File: src/rtl/crc_byte_packer.sv
// Packs a framed byte stream into 16-bit words (first byte high) and queues them
// in a show-ahead FIFO; also reports each completed frame's byte length.
module crc_byte_packer #(
  parameter int DEPTH = 4,
  parameter bit REVIN = 1'b0
) (
  input  logic                     clk_i,
  input  logic                     rst_i,
  input  logic                     clr_i,
  input  logic [7:0]               byte_i,
  input  logic                     byte_valid_i,
  input  logic                     byte_last_i,
  output logic                     byte_ready_o,
  output logic [15:0]              word_o,
  output logic                     word_odd_o,
  output logic                     word_last_o,
  output logic                     word_valid_o,
  input  logic                     word_ready_i,
  output logic [$clog2(DEPTH):0]   level_o,
  output logic [15:0]              frame_len_o,
  output logic                     frame_done_o
);

  localparam int AW = $clog2(DEPTH);

  typedef struct packed {
    logic        last;
    logic        odd;
    logic [15:0] word;
  } entry_t;

  // Handshakes: a byte moves when byte_valid_i & byte_ready_o at a rising edge;
  // a word moves when word_valid_o & word_ready_i at a rising edge.
  entry_t          mem_q [DEPTH];
  entry_t          mem_d [DEPTH];
  logic [AW-1:0]   wr_ptr_q, wr_ptr_d;
  logic [AW-1:0]   rd_ptr_q, rd_ptr_d;
  logic [AW:0]     level_q, level_d;
  logic [7:0]      hold_q, hold_d;
  logic            hold_vld_q, hold_vld_d;
  logic [15:0]     cnt_q, cnt_d;
  logic [15:0]     frame_len_q, frame_len_d;
  logic            done_q, done_d;

  logic [7:0]      byte_in;
  logic            full, empty, accept, push, pop;
  logic [15:0]     cnt_inc;
  entry_t          push_entry;

  always_comb begin
    byte_in = byte_i;
    if (REVIN) begin
      for (int i = 0; i < 8; i++) byte_in[i] = byte_i[7-i];
    end
  end

  // Ready depends only on registered occupancy, never on the byte inputs.
  assign full    = (level_q == (AW+1)'(DEPTH));
  assign empty   = (level_q == '0);
  assign accept  = byte_valid_i & ~full;
  assign push    = accept & (hold_vld_q | byte_last_i);
  assign pop     = ~empty & word_ready_i;
  assign cnt_inc = (cnt_q == 16'hFFFF) ? cnt_q : cnt_q + 16'd1;

  always_comb begin
    if (hold_vld_q) begin
      push_entry = '{last: byte_last_i, odd: 1'b0, word: {hold_q, byte_in}};
    end else begin
      push_entry = '{last: 1'b1, odd: 1'b1, word: {byte_in, 8'h00}};
    end
  end

  always_comb begin
    mem_d       = mem_q;
    wr_ptr_d    = wr_ptr_q;
    rd_ptr_d    = rd_ptr_q;
    level_d     = level_q;
    hold_d      = hold_q;
    hold_vld_d  = hold_vld_q;
    cnt_d       = cnt_q;
    frame_len_d = frame_len_q;
    done_d      = 1'b0;
    if (clr_i) begin
      wr_ptr_d   = '0;
      rd_ptr_d   = '0;
      level_d    = '0;
      hold_vld_d = 1'b0;
      cnt_d      = '0;
    end else begin
      if (push) begin
        mem_d[wr_ptr_q] = push_entry;
        wr_ptr_d        = wr_ptr_q + AW'(1);
      end
      if (pop) rd_ptr_d = rd_ptr_q + AW'(1);
      case ({push, pop})
        2'b10:   level_d = level_q + (AW+1)'(1);
        2'b01:   level_d = level_q - (AW+1)'(1);
        default: level_d = level_q;
      endcase
      if (accept) begin
        cnt_d = cnt_inc;
        if (byte_last_i) begin
          frame_len_d = cnt_inc;
          cnt_d       = '0;
          done_d      = 1'b1;
          hold_vld_d  = 1'b0;
        end else if (hold_vld_q) begin
          hold_vld_d = 1'b0;
        end else begin
          hold_d     = byte_in;
          hold_vld_d = 1'b1;
        end
      end
    end
  end

  always_ff @(posedge clk_i or posedge rst_i) begin
    if (rst_i) begin
      for (int i = 0; i < DEPTH; i++) mem_q[i] <= '0;
      wr_ptr_q    <= '0;
      rd_ptr_q    <= '0;
      level_q     <= '0;
      hold_q      <= '0;
      hold_vld_q  <= 1'b0;
      cnt_q       <= '0;
      frame_len_q <= '0;
      done_q      <= 1'b0;
    end else begin
      mem_q       <= mem_d;
      wr_ptr_q    <= wr_ptr_d;
      rd_ptr_q    <= rd_ptr_d;
      level_q     <= level_d;
      hold_q      <= hold_d;
      hold_vld_q  <= hold_vld_d;
      cnt_q       <= cnt_d;
      frame_len_q <= frame_len_d;
      done_q      <= done_d;
    end
  end

  assign byte_ready_o = ~full;
  assign word_valid_o = ~empty;
  assign word_o       = mem_q[rd_ptr_q].word;
  assign word_odd_o   = mem_q[rd_ptr_q].odd;
  assign word_last_o  = mem_q[rd_ptr_q].last;
  assign level_o      = level_q;
  assign frame_len_o  = frame_len_q;
  assign frame_done_o = done_q;

endmodule

File: config.mk
export PLATFORM = sky130hd
export DESIGN_NAME = crc_byte_packer
export DESIGN_NICKNAME = d
export VERILOG_FILES = /design/src/rtl/crc_byte_packer.sv
export SDC_FILE = /design/constraint.sdc
export NUM_CORES = 1
export LEC_CHECK = 0
export CAP_MARGIN = 10
export CORE_MARGIN = 2
export CORE_UTILIZATION = 50
export DETAILED_ROUTE_END_ITERATION = 6
export PLACE_DENSITY = 0.79
export SETUP_SLACK_MARGIN = 0.5
export SLEW_MARGIN = 20
export SYNTH_ARGS = -nofsm -noshare
export SYNTH_HDL_FRONTEND = slang
export SYNTH_SLANG_ARGS = --single-unit
File: constraint.sdc
create_clock -name clk_i -period 5.71 [get_ports clk_i]
set_input_delay 1.142 -clock clk_i [delete_from_list [all_inputs] [get_ports clk_i]]
set_output_delay 1.142 -clock clk_i [all_outputs]
set_load 0.01 [all_outputs]
==> impl_results.md, run 1 <==
- Outcome: completed
- Die width: 112.0 um
- Worst endpoint required time: 4.57 ns
- Top FF cell, synth: dfrtp_1
- FMAX: 278.5 MHz
- CTS Buf Count: 17
- Syn avg cell area: 11.44 sq um
- Clock slew at reported path FFs: 0.05 ns
- Synth top area share: 51.91%
- DP Worst Slack: 2.129 ns
- Die area: 0.01255 sq mm
- Setup Skew: 0.005388 ns
- CP endpoint kind: primary output
- Slew @ Worst Pin: 0.9803 ns
- Multi-input gate area: 0.002615 sq mm
- Slew Limit Headroom: 34.05%
- Seq/Total Area, Yosys: 51.91%
- Initial core utilization: 51.08%
- Fraction of registers with async set/reset: 100.0%
- First-pass GRT wire length: 21.80 mm
- Layout cell share with drive strength beyond 1: 20.71%
- Int Power: 2165 uW
- Combinational fraction of design power: 25.8%
- Startpoint class of the critical path: flip-flop
- Ys Warns: 0
- Area Growth Syn to Fin: 20.14%
- Post-CTS setup repair buffer count: 0
- Die H: 112.0 um
- Sw Ratio: 28.39%
- Register share of total power: 39.8%
- Switching power total: 858.4 uW
- Final Instance Count excl. Fillers: 708
- Row count: 39
- Setup TNS: 0 ns
- Post-synthesis xor/xnor area fraction: 1.652%
- Compound-cell area share of the yosys netlist: 11.58%
- Power per cell area: 431.4 mW/mm^2
- CP Class: flip-flop to primary output
- Clk pwr share: 34.4%
- Reg2reg path depth: 6
- # resized after CTS: 0
- Placed insts: 677
- Post-synthesis mux area share: 16.58%
- DRC: 0
- CP arrival: 2.45 ns
- Core Area: 0.01142 sq mm
- Final hold slack: 0.4756 ns
- # fillers: 877
- Total gr overflow: 0
- WL per Instance: 18.36 um
- EDFF count, synth: 0
- Synth Area in Adders: 1.416%
- Post-route ant nets: 0
- Setup WS post-layout: 2.119 ns
- Iter 0 DRT Violations: 281
- DRT Pass-1 Iters: 5
- Simple-gate share of the synthesized area: 13.60%
- Hold Crit Class: flip-flop to flip-flop
- Hold buffers post-CTS: 0
- Hold path cells: 2
- Via count: 4218
- Max IR drop VDD: 0.0002250 V
- Lkg Pwr: 0.002939 uW
- TritonCTS Sinks: 121
- Syn Nets: 530
- Area leader, netlist: dfrtp_1
- Vias in the first global route: 4231
- Dpl hpwl: 8.124 mm
- FF+latch area: 0.003029 sq mm
- Fin crit period: 3.591 ns
- # setup viols final: 0
- # diodes: 0
- Tcrit/Tclk final: 62.89%
- Crit Path Max Fanout: 13
- Htree depth: 4
- Main combinational cell family by area after synthesis: multiplexers
- Mapped Cells: 510
- Nets: 573
- GPL Wtd Cong: 0.8423
- Synth cell types: 56
- Slew Limit Fails: 0
- Root buf cell: clkbuf_16
- Max clock buf depth: 2
- All-Layer GR Usage: 21.95%
- #FFs+latches synth: 121
- Final Hold Viols: 0
- Power, Total: 3023 uW
- I/O Buffers: 53
- Initial antenna violation count: 0
- MaxCap Viol Count: 0
- CTS tree: yes
- Clk Latency, worst-skew pair: 0.41 ns
- RSZ-0062 raised after global routing: no
- Drt via density: 5.958
- Top cells by area, synth: dfrtp_1 (52%), mux2_2 (9.5%), mux4_2 (6.9%)
- # IOs: 54
- Pin count of the biggest net entering global routing: 45
- Post-Syn Area: 0.005833 sq mm
- Final WL: 13.00 mm
[synthesized netlist by cell type (all sizes together) (5+ instances only)]
| library cell | instances |
|---|---|
| a22o | 6 |
| mux4 | 18 |
| or4 | 7 |
| clkbuf | 9 |
| xnor2 | 9 |
| inv | 9 |
| dfrtp | 121 |
| nand3 | 18 |
| o211ai | 7 |
| nand2 | 74 |
| mux2 | 49 |
| nand4 | 9 |
| or3 | 5 |
| a31oi | 9 |
| nor3 | 6 |
| ha | 5 |
| a21oi | 9 |
| nor2 | 15 |
| o21ai | 55 |
| buf | 25 |
[worst max-delay path: stages (launching register included)]
cell and delay [ns]:
dfrtp_1 0.58, buf_4 0.37, mux4_2 0.59, clkdlybuf4s50_1 0.50
[placed cells by master (no fill, tap or decap), types with 6 or more instances in the layout]
cell type and count:
nor3_1 6, nand3_1 17, dfrtp_1 120, mux2_2 49, a22o_1 6, inv_1 6
mux4_2 18, nand2_1 74, nor2_1 15, clkdlybuf4s50_1 53, o21ai_0 49, or4_1 7
a31oi_1 9, xnor2_1 9, o211ai_1 7, clkbuf_16 17, a21oi_1 9
[kinds of logic after synthesis]
logic type,count (synthesis)
AND/OR/NAND/NOR,155
flip-flops,121
AO/OA/AOI/OAI,106
multiplexers,68
buffers and inverters,43
XOR/XNOR,11
adder cells (fa/ha/maj),6
[registers in the layout, indices dropped and copies added (netlist names)]
register and count:
mem_q 72, cnt_q 16, frame_len_o 16, hold_q 8, level_o 3, rd_ptr_q 2
wr_ptr_q 2, frame_done_o 1, hold_vld_q 1
[layout make-up]
| class | count | area share (%) |
|---|---|---|
| Multi-Input combinational cell | 346 | 37.31 |
| Inverter | 9 | 0.5178 |
| Tap cell | 143 | 2.553 |
| Clock buffer | 20 | 6.517 |
| Timing Repair Buffer | 58 | 8.106 |
| Clock inverter | 11 | 1.768 |
| Sequential cell | 121 | 43.22 |
[stage by stage]
step | utilization (%) | area, sq um
floorplan | - | 5833
global placement | 56.28 | 6426
detailed placement | 56.28 | 6426
CTS | 61.36 | 7007
global route | 61.37 | 7008
finish | 61.37 | 7008
[final timing paths]
kind	start	end	slack, ns
worst max-delay path	rd_ptr_q[1]$_DFFE_PP0P_	word_o[11]	2.12
worst min-delay path	frame_len_o[5]$_DFFE_PP0P_	frame_len_o[5]$_DFFE_PP0P_	0.48
worst max register to register	cnt_q[0]$_DFFE_PP0P_	frame_len_o[15]$_DFFE_PP0P_	3.05
worst min register to register	frame_len_o[5]$_DFFE_PP0P_	frame_len_o[5]$_DFFE_PP0P_	0.48
max in group asynchronous	rst_i	mem_q[13]$_DFFE_PP0P_	3.63
min in group asynchronous	rst_i	frame_len_o[0]$_DFFE_PP0P_	1.14
[power groups by stage]
stage | Clock, uW | Sequential, uW | Combinational (uW)
2_1_floorplan | 0 | 1140 | 500
3_3_place_gp | 0 | 1190 | 759
3_5_place_dp | 0 | 1210 | 783
4_1_cts | 1050 | 1200 | 793
5_1_grt | 1090 | 1230 | 842
6_report | 1040 | 1200 | 781
[per-layer routing]
layer,vias to the layer above,global-route usage [%],wire length [um]
li1,1965,-,-
met1,2124,30.53,5935
met2,115,34.26,6296
met3,14,5.184,593
met4,0,7.886,173
met5,-,0,0
Note: power is estimated with default switching activity, not from simulation.
==> inputs of run 2 (changes only) <==
==> constraint.sdc (replaced) <==
create_clock -name clk_i -period 3.33 [get_ports clk_i]
set_input_delay 0.666 -clock clk_i [delete_from_list [all_inputs] [get_ports clk_i]]
set_output_delay 0.666 -clock clk_i [all_outputs]
set_load 0.01 [all_outputs]
==> run 2 against run 1 <==
  * Non-clock buffer count rose by 15
  * Sequential power increased by 66%
  * Global-route usage rose by 0.64 points
  * Via count is 1.6% higher
  * Register-to-register slack worse by 2.2 ns
  * Wire length is 2.7% higher
  * Critical path depth is the same
  * Clock-buffer cell count down 2
  * Worst setup slack worse by 1.6 ns
  * Sequential cell count unchanged
==> impl_results.md, run 2 (same netlist as run 1, synthesis figures left out) <==
- Outcome: completed
- Slew @ Worst Pin: 0.6980 ns (-0.2823 ns)
- Nets: 588 (+2.6%)
- Lkg Pwr: 0.003006 uW (+2.3%)
- # diodes: 0 (unchanged)
- Root buf cell: clkbuf_16
- CP Class: flip-flop to primary output
- CP arrival: 2.11 ns (-0.34 ns)
- Sw Ratio: 29.07% (+0.68 points)
- Hold path cells: 2 (unchanged)
- Max IR drop VDD: 0.0004624 V (+110%)
- Tcrit/Tclk final: 83.35%
- Max clock buf depth: 2 (unchanged)
- Multi-input gate area: 0.002615 sq mm (unchanged)
- Final Hold Viols: 0 (unchanged)
- Largest register by flop count: mem_q
- Clock slew at reported path FFs: 0.06 ns (about the same)
- Die area: 0.01255 sq mm (unchanged)
- Drt via density: 5.925 (-0.54%)
- Fin crit period: 2.776 ns
- Initial antenna violation count: 0 (unchanged)
- Area Growth Syn to Fin: 22.42%
- Register share of total power: 38.4% (-1.4 points)
- Hold Crit Class: flip-flop to flip-flop
- Core Area: 0.01142 sq mm (unchanged)
- I/O Buffers: 53 (unchanged)
- # setup viols final: 0 (unchanged)
- Slew Limit Headroom: 53.47% (+19 points)
- CTS Buf Count: 17 (unchanged)
- All-Layer GR Usage: 22.59% (+0.64 points)
- TritonCTS Sinks: 121 (unchanged)
- Switching power total: 1506 uW (+75%)
- Vias in the first global route: 4399 (+4.0%)
- # IOs: 54 (unchanged)
- FF+latch area: 0.003029 sq mm (unchanged)
- Slew Limit Fails: 0 (unchanged)
- Iter 0 DRT Violations: 307 (+9.3%)
- # fillers: 865 (-1.4%)
- Worst endpoint required time: 2.66 ns (-1.91 ns)
- Crit Path Max Fanout: 13 (unchanged)
- Int Power: 3675 uW (+70%)
- Layout cell share with drive strength beyond 1: 22.93% (+2.2 points)
- Combinational fraction of design power: 28.3% (+2.5 points)
- CTS tree: yes
- Most common library cell in the layout ignoring fill and taps: dfrtp_1
- Power, Total: 5181 uW (+71%)
- DRT Pass-1 Iters: 5 (unchanged)
- RSZ-0062 raised after global routing: no
- Initial core utilization: 51.08% (unchanged)
- Startpoint class of the critical path: flip-flop
- Total gr overflow: 0 (unchanged)
- Max FFs per register: 72 (unchanged)
- Final hold slack: 0.4788 ns (+0.003189 ns)
- FMAX: 360.3 MHz
- Post-route ant nets: 0 (unchanged)
- First-pass GRT wire length: 22.49 mm (+3.2%)
- Row count: 39 (unchanged)
- Via count: 4284 (+1.6%)
- CP endpoint kind: primary output
- Placement Cell Area: 0.006530 sq mm (+1.6%)
- GPL Wtd Cong: 0.8672 (+3.0%)
- Setup Skew: 0.006510 ns (+0.001122 ns)
- Reg2reg path depth: 5 (-1)
- Most frequent cells in the layout: dfrtp_1 (120), nand2_1 (74), clkdlybuf4s50_1 (53)
- Final WL: 13.35 mm (+2.7%)
- MaxCap Viol Count: 0 (unchanged)
- Clk pwr share: 33.3% (-1.1 points)
- Setup TNS: 0 ns (unchanged)
- Fin area: 0.007141 sq mm (+1.9%)
- Dpl hpwl: 8.575 mm (+5.5%)
- Pin count of the biggest net entering global routing: 64 (+42%)
- Die H: 112.0 um (unchanged)
- WL per Instance: 18.47 um (+0.58%)
- Die width: 112.0 um (unchanged)
- Power per cell area: 725.6 mW/mm^2 (+68%)
- DRC: 0 (unchanged)
- Clk Latency, worst-skew pair: 0.42 ns (about the same)
- Htree depth: 4 (unchanged)
[run 2: layout make-up]
cell class | instances | share of cell area (%)
inverters | 9 | 0.5257
clock inverters | 13 | 1.717
well taps | 143 | 2.506
flip-flops and latches | 121 | 42.42
multi-input cells | 346 | 36.62
repair buffers | 73 | 10.06
clock buffers | 18 | 6.150
[run 2: worst max-delay path: stages, from the launching register on]
cell             delay [ns]
dfrtp_2                0.44
buf_12                 0.19
mux4_2                 0.55
clkdlybuf4s50_1        0.51
[run 2: per-layer routing]
layer / track usage, % / share of wire [%] / routed length (um)
met5: 0 / 0 / 0
met4: 9.024 / 2.0 / 272
met3: 5.022 / 4.7 / 626
met2: 35.43 / 48 / 6473
met1: 31.08 / 45 / 5978
[run 2: power groups by stage]
| stage | combinational (uW) | clock, uW | sequential [uW] |
|---|---|---|---|
| final | 1470 | 1720 | 1990 |
| after global routing | 1580 | 1810 | 2030 |
| after CTS | 1460 | 1750 | 1990 |
| after detailed placement | 1430 | 0 | 2000 |
| after global placement | 1400 | 0 | 1970 |
| after floorplan | 858 | 0 | 1960 |
[run 2: repair_timing]
item	in CTS	in global routing
endpoints found under the setup margin	15	6
gates resized for setup	6	1
hold buffers	0	0
buffers inserted	0	3
[run 2: worst paths after layout]
kind | from | endpoint | slack (ns)
worst max register to register | cnt_q[0]$_DFFE_PP0P_ | cnt_q[2]$_DFFE_PP0P_ | 0.89
worst min-delay path | frame_len_o[9]$_DFFE_PP0P_ | frame_len_o[9]$_DFFE_PP0P_ | 0.48
max in group asynchronous | rst_i | rd_ptr_q[1]$_DFFE_PP0P_ | 1.94
min in group asynchronous | rst_i | mem_q[8]$_DFFE_PP0P_ | 0.68
worst max-delay path | rd_ptr_q[1]$_DFFE_PP0P_ | word_o[11] | 0.55
worst min register to register | frame_len_o[9]$_DFFE_PP0P_ | frame_len_o[9]$_DFFE_PP0P_ | 0.48
[run 2: metrics by stage]
step | cells | util, % | setup slack (ns)
CTS | 720 | 62.29 | 0.4939
global placement | 689 | 57.19 | 0.6544
finish | 723 | 62.54 | 0.5544
detailed placement | 689 | 57.19 | 0.5857
floorplan | 510 | - | 1.057
global route | 723 | 62.54 | 0.4968
==> inputs of run 3 (changes only) <==
--- a/config.mk
+++ b/config.mk
@@ -9,7 +9,7 @@
 export CORE_MARGIN = 2
 export CORE_UTILIZATION = 50
 export DETAILED_ROUTE_END_ITERATION = 6
-export PLACE_DENSITY = 0.79
+export PLACE_DENSITY = 0.82
 export SETUP_SLACK_MARGIN = 0.5
 export SLEW_MARGIN = 20
 export SYNTH_ARGS = -nofsm -noshare
==> constraint.sdc (replaced) <==
create_clock -name clk_i -period 2.5 [get_ports clk_i]
set_input_delay 0.5 -clock clk_i [delete_from_list [all_inputs] [get_ports clk_i]]
set_output_delay 0.5 -clock clk_i [all_outputs]
set_load 0.01 [all_outputs]
==> run 3 against run 2 <==
  * Sequential share of layout area decreased by 4.6 points
  * Critical path depth rose by 2
  * Wire length is 32% higher
  * Clock-buffer cell count is 1 higher
  * Non-clock buffer count is 50 higher
  * Highest routed layer unchanged
  * Core utilization up 7.8 points
  * Sequential cell count stayed put
  * Global-route usage rose by 1.7 points
  * Via count grew 15%
  * Combinational power is 78% higher
==> impl_results.md, run 3 (same netlist as run 1, synthesis figures left out) <==
- Outcome: completed
- Worst path slowest cell: dfrtp_2
- Placement Cell Area: 0.006643 sq mm (+1.7%)
- Initial antenna violation count: 0 (unchanged)
- Area Growth Syn to Fin: 37.60%
- Multi-input gate area: 0.002823 sq mm (+7.9%)
- FMAX: 433.7 MHz
- Max clock buf depth: 2 (unchanged)
- Slew Limit Fails: 0 (unchanged)
- Final Util: 70.29% (+7.8 points)
- Htree depth: 4 (unchanged)
- # setup viols final: 0 (unchanged)
- Power per cell area: 957.9 mW/mm^2 (+32%)
- CP Class: flip-flop to primary output
- CP endpoint kind: primary output
- Setup Skew: 0.008232 ns (+0.001722 ns)
- Final Instance Count excl. Fillers: 774 (+7.1%)
- Critical path's top delay family: buffers and inverters
- Slew Limit Headroom: 57.38% (+3.9 points)
- CTS tree: yes
- DRT Pass-1 Iters: 5 (unchanged)
- Core Area: 0.01142 sq mm (unchanged)
- Clk Latency, worst-skew pair: 0.42 ns (about the same)
- Hold Crit Class: flip-flop to flip-flop
- RSZ-0062 raised after global routing: yes
- DRC: 0 (unchanged)
- Drt via density: 6.358 (+7.3%)
- Lkg Pwr: 0.003544 uW (+18%)
- Nets: 638 (+8.5%)
- CP max stage delay: 0.47 ns (-0.08 ns)
- Vias in the first global route: 4665 (+6.0%)
- Dpl hpwl: 8.280 mm (-3.4%)
- # fillers: 720 (-17%)
- Worst-path cell chain: buf_6 -> buf_16 -> buf_4 -> mux4_2 -> buf_6
- MaxCap Viol Count: 0 (unchanged)
- Most common cell on crit path: buf_6
- Initial core utilization: 51.08% (unchanged)
- Fin area: 0.008026 sq mm (+12%)
- Slew @ Worst Pin: 0.6393 ns (-0.05864 ns)
- CTS Buf Count: 17 (unchanged)
- Pin count of the biggest net entering global routing: 122 (+91%)
- Most common library cell in the layout ignoring fill and taps: dfrtp_1
- Startpoint class of the critical path: flip-flop
- # IOs: 54 (unchanged)
- Clock slew at reported path FFs: 0.06 ns (about the same)
- Largest register by flop count: mem_q
- Die area: 0.01255 sq mm (unchanged)
- GPL Wtd Cong: 0.8409 (-3.0%)
- WL per Instance: 22.78 um (+23%)
- Total gr overflow: 0 (unchanged)
- All-Layer GR Usage: 24.34% (+1.7 points)
- Setup TNS: 0 ns (unchanged)
- Most frequent cells in the layout: dfrtp_1 (116), nand2_1 (74), o21ai_0 (48)
- Tcrit/Tclk final: 92.22%
- First-pass GRT wire length: 23.73 mm (+5.5%)
- Die H: 112.0 um (unchanged)
- Buf/Inv on CP: 4 (+2)
- Worst endpoint required time: 2.00 ns (-0.66 ns)
- Final WL: 17.63 mm (+32%)
- TritonCTS Sinks: 121 (unchanged)
- Max IR drop VDD: 0.0006464 V (+40%)
- Via count: 4921 (+15%)
- Row count: 39 (unchanged)
- Fin crit period: 2.305 ns
- Die width: 112.0 um (unchanged)
- Layout cell share with drive strength beyond 1: 34.55% (+12 points)
- # diodes: 0 (unchanged)
- Max FFs per register: 72 (unchanged)
- Iter 0 DRT Violations: 452 (+47%)
- Post-route ant nets: 0 (unchanged)
- FF+latch area: 0.003034 sq mm (+0.17%)
- CP arrival: 1.81 ns (-0.30 ns)
- Placed insts: 694 (+0.73%)
- Hold buffers post-CTS: 0 (unchanged)
- Root buf cell: clkbuf_16
- Crit Path Max Fanout: 7 (-6)
- Final Hold Viols: 0 (unchanged)
- Final hold slack: 0.4801 ns (+0.001336 ns)
- I/O Buffers: 53 (unchanged)
## run 3: cell type report
class,count,area share (%)
multi-input combinational,346,35.17
clock buffer,19,5.518
timing repair buffer,123,17.23
clock inverter,13,1.528
inverter,9,0.5300
tap,143,2.229
sequential,121,37.80
## run 3: worst register-to-register path: stages (launching register included)
cell,delay (ns)
dfrtp_1,0.45
nor3b_4,0.20
buf_6,0.12
inv_4,0.06
buf_6,0.10
buf_6,0.12
nand4_4,0.17
clkbuf_16,0.21
buf_4,0.14
o21ai_0,0.40
## run 3: worst paths after layout
check                           slack (ns)               startpoint                    end  cells past startpoint
worst min register to register        0.48    mem_q[60]$_DFFE_PP0P_  mem_q[60]$_DFFE_PP0P_                      2
max in group asynchronous             1.38                    rst_i   cnt_q[1]$_DFFE_PP0P_                      3
worst min-delay path                  0.48    mem_q[60]$_DFFE_PP0P_  mem_q[60]$_DFFE_PP0P_                      2
worst max-delay path                  0.19  rd_ptr_q[1]$_DFFE_PP0P_            word_last_o                      5
worst max register to register        0.38   level_o[2]$_DFFE_PP0P_  mem_q[70]$_DFFE_PP0P_                      9
min in group asynchronous             0.62                    rst_i   mem_q[8]$_DFFE_PP0P_                      3
## run 3: routing by layer
metal / vias to the layer above / GRT usage (%) / part of all wire, %
met3: 70 / 6.641 / 7.8
li1: 2100 / - / -
met2: 261 / 41.21 / 50
met4: 0 / 8.618 / 4.4
met1: 2490 / 30.41 / 38
met5: - / 0 / 0
## run 3: per-stage QoR
step | total power [uW] | setup slack [ns]
after CTS | 7224 | 0.2326
after floorplan | 3758 | 0.5165
after global placement | 4515 | 0.1942
after global routing | 7933 | 0.1855
after detailed placement | 4620 | 0.09688
final | 7688 | 0.1945
## run 3: what timing repair did
| item | CTS | global route |
|---|---|---|
| setup buffers | 18 | 19 |
| resized for setup | 106 | 53 |
| cloned | 3 | 8 |
| setup endpoints to repair | 44 | 86 |
| pin swaps | 2 | 3 |
## run 3: power breakdown
| part | switching (uW) | internal [uW] | total, uW |
|---|---|---|---|
| registers | 345 | 2390 | 2730 |
| clock network | 947 | 1400 | 2350 |
| logic | 1120 | 1490 | 2610 |
| total | 2410 | 5280 | 7690 |
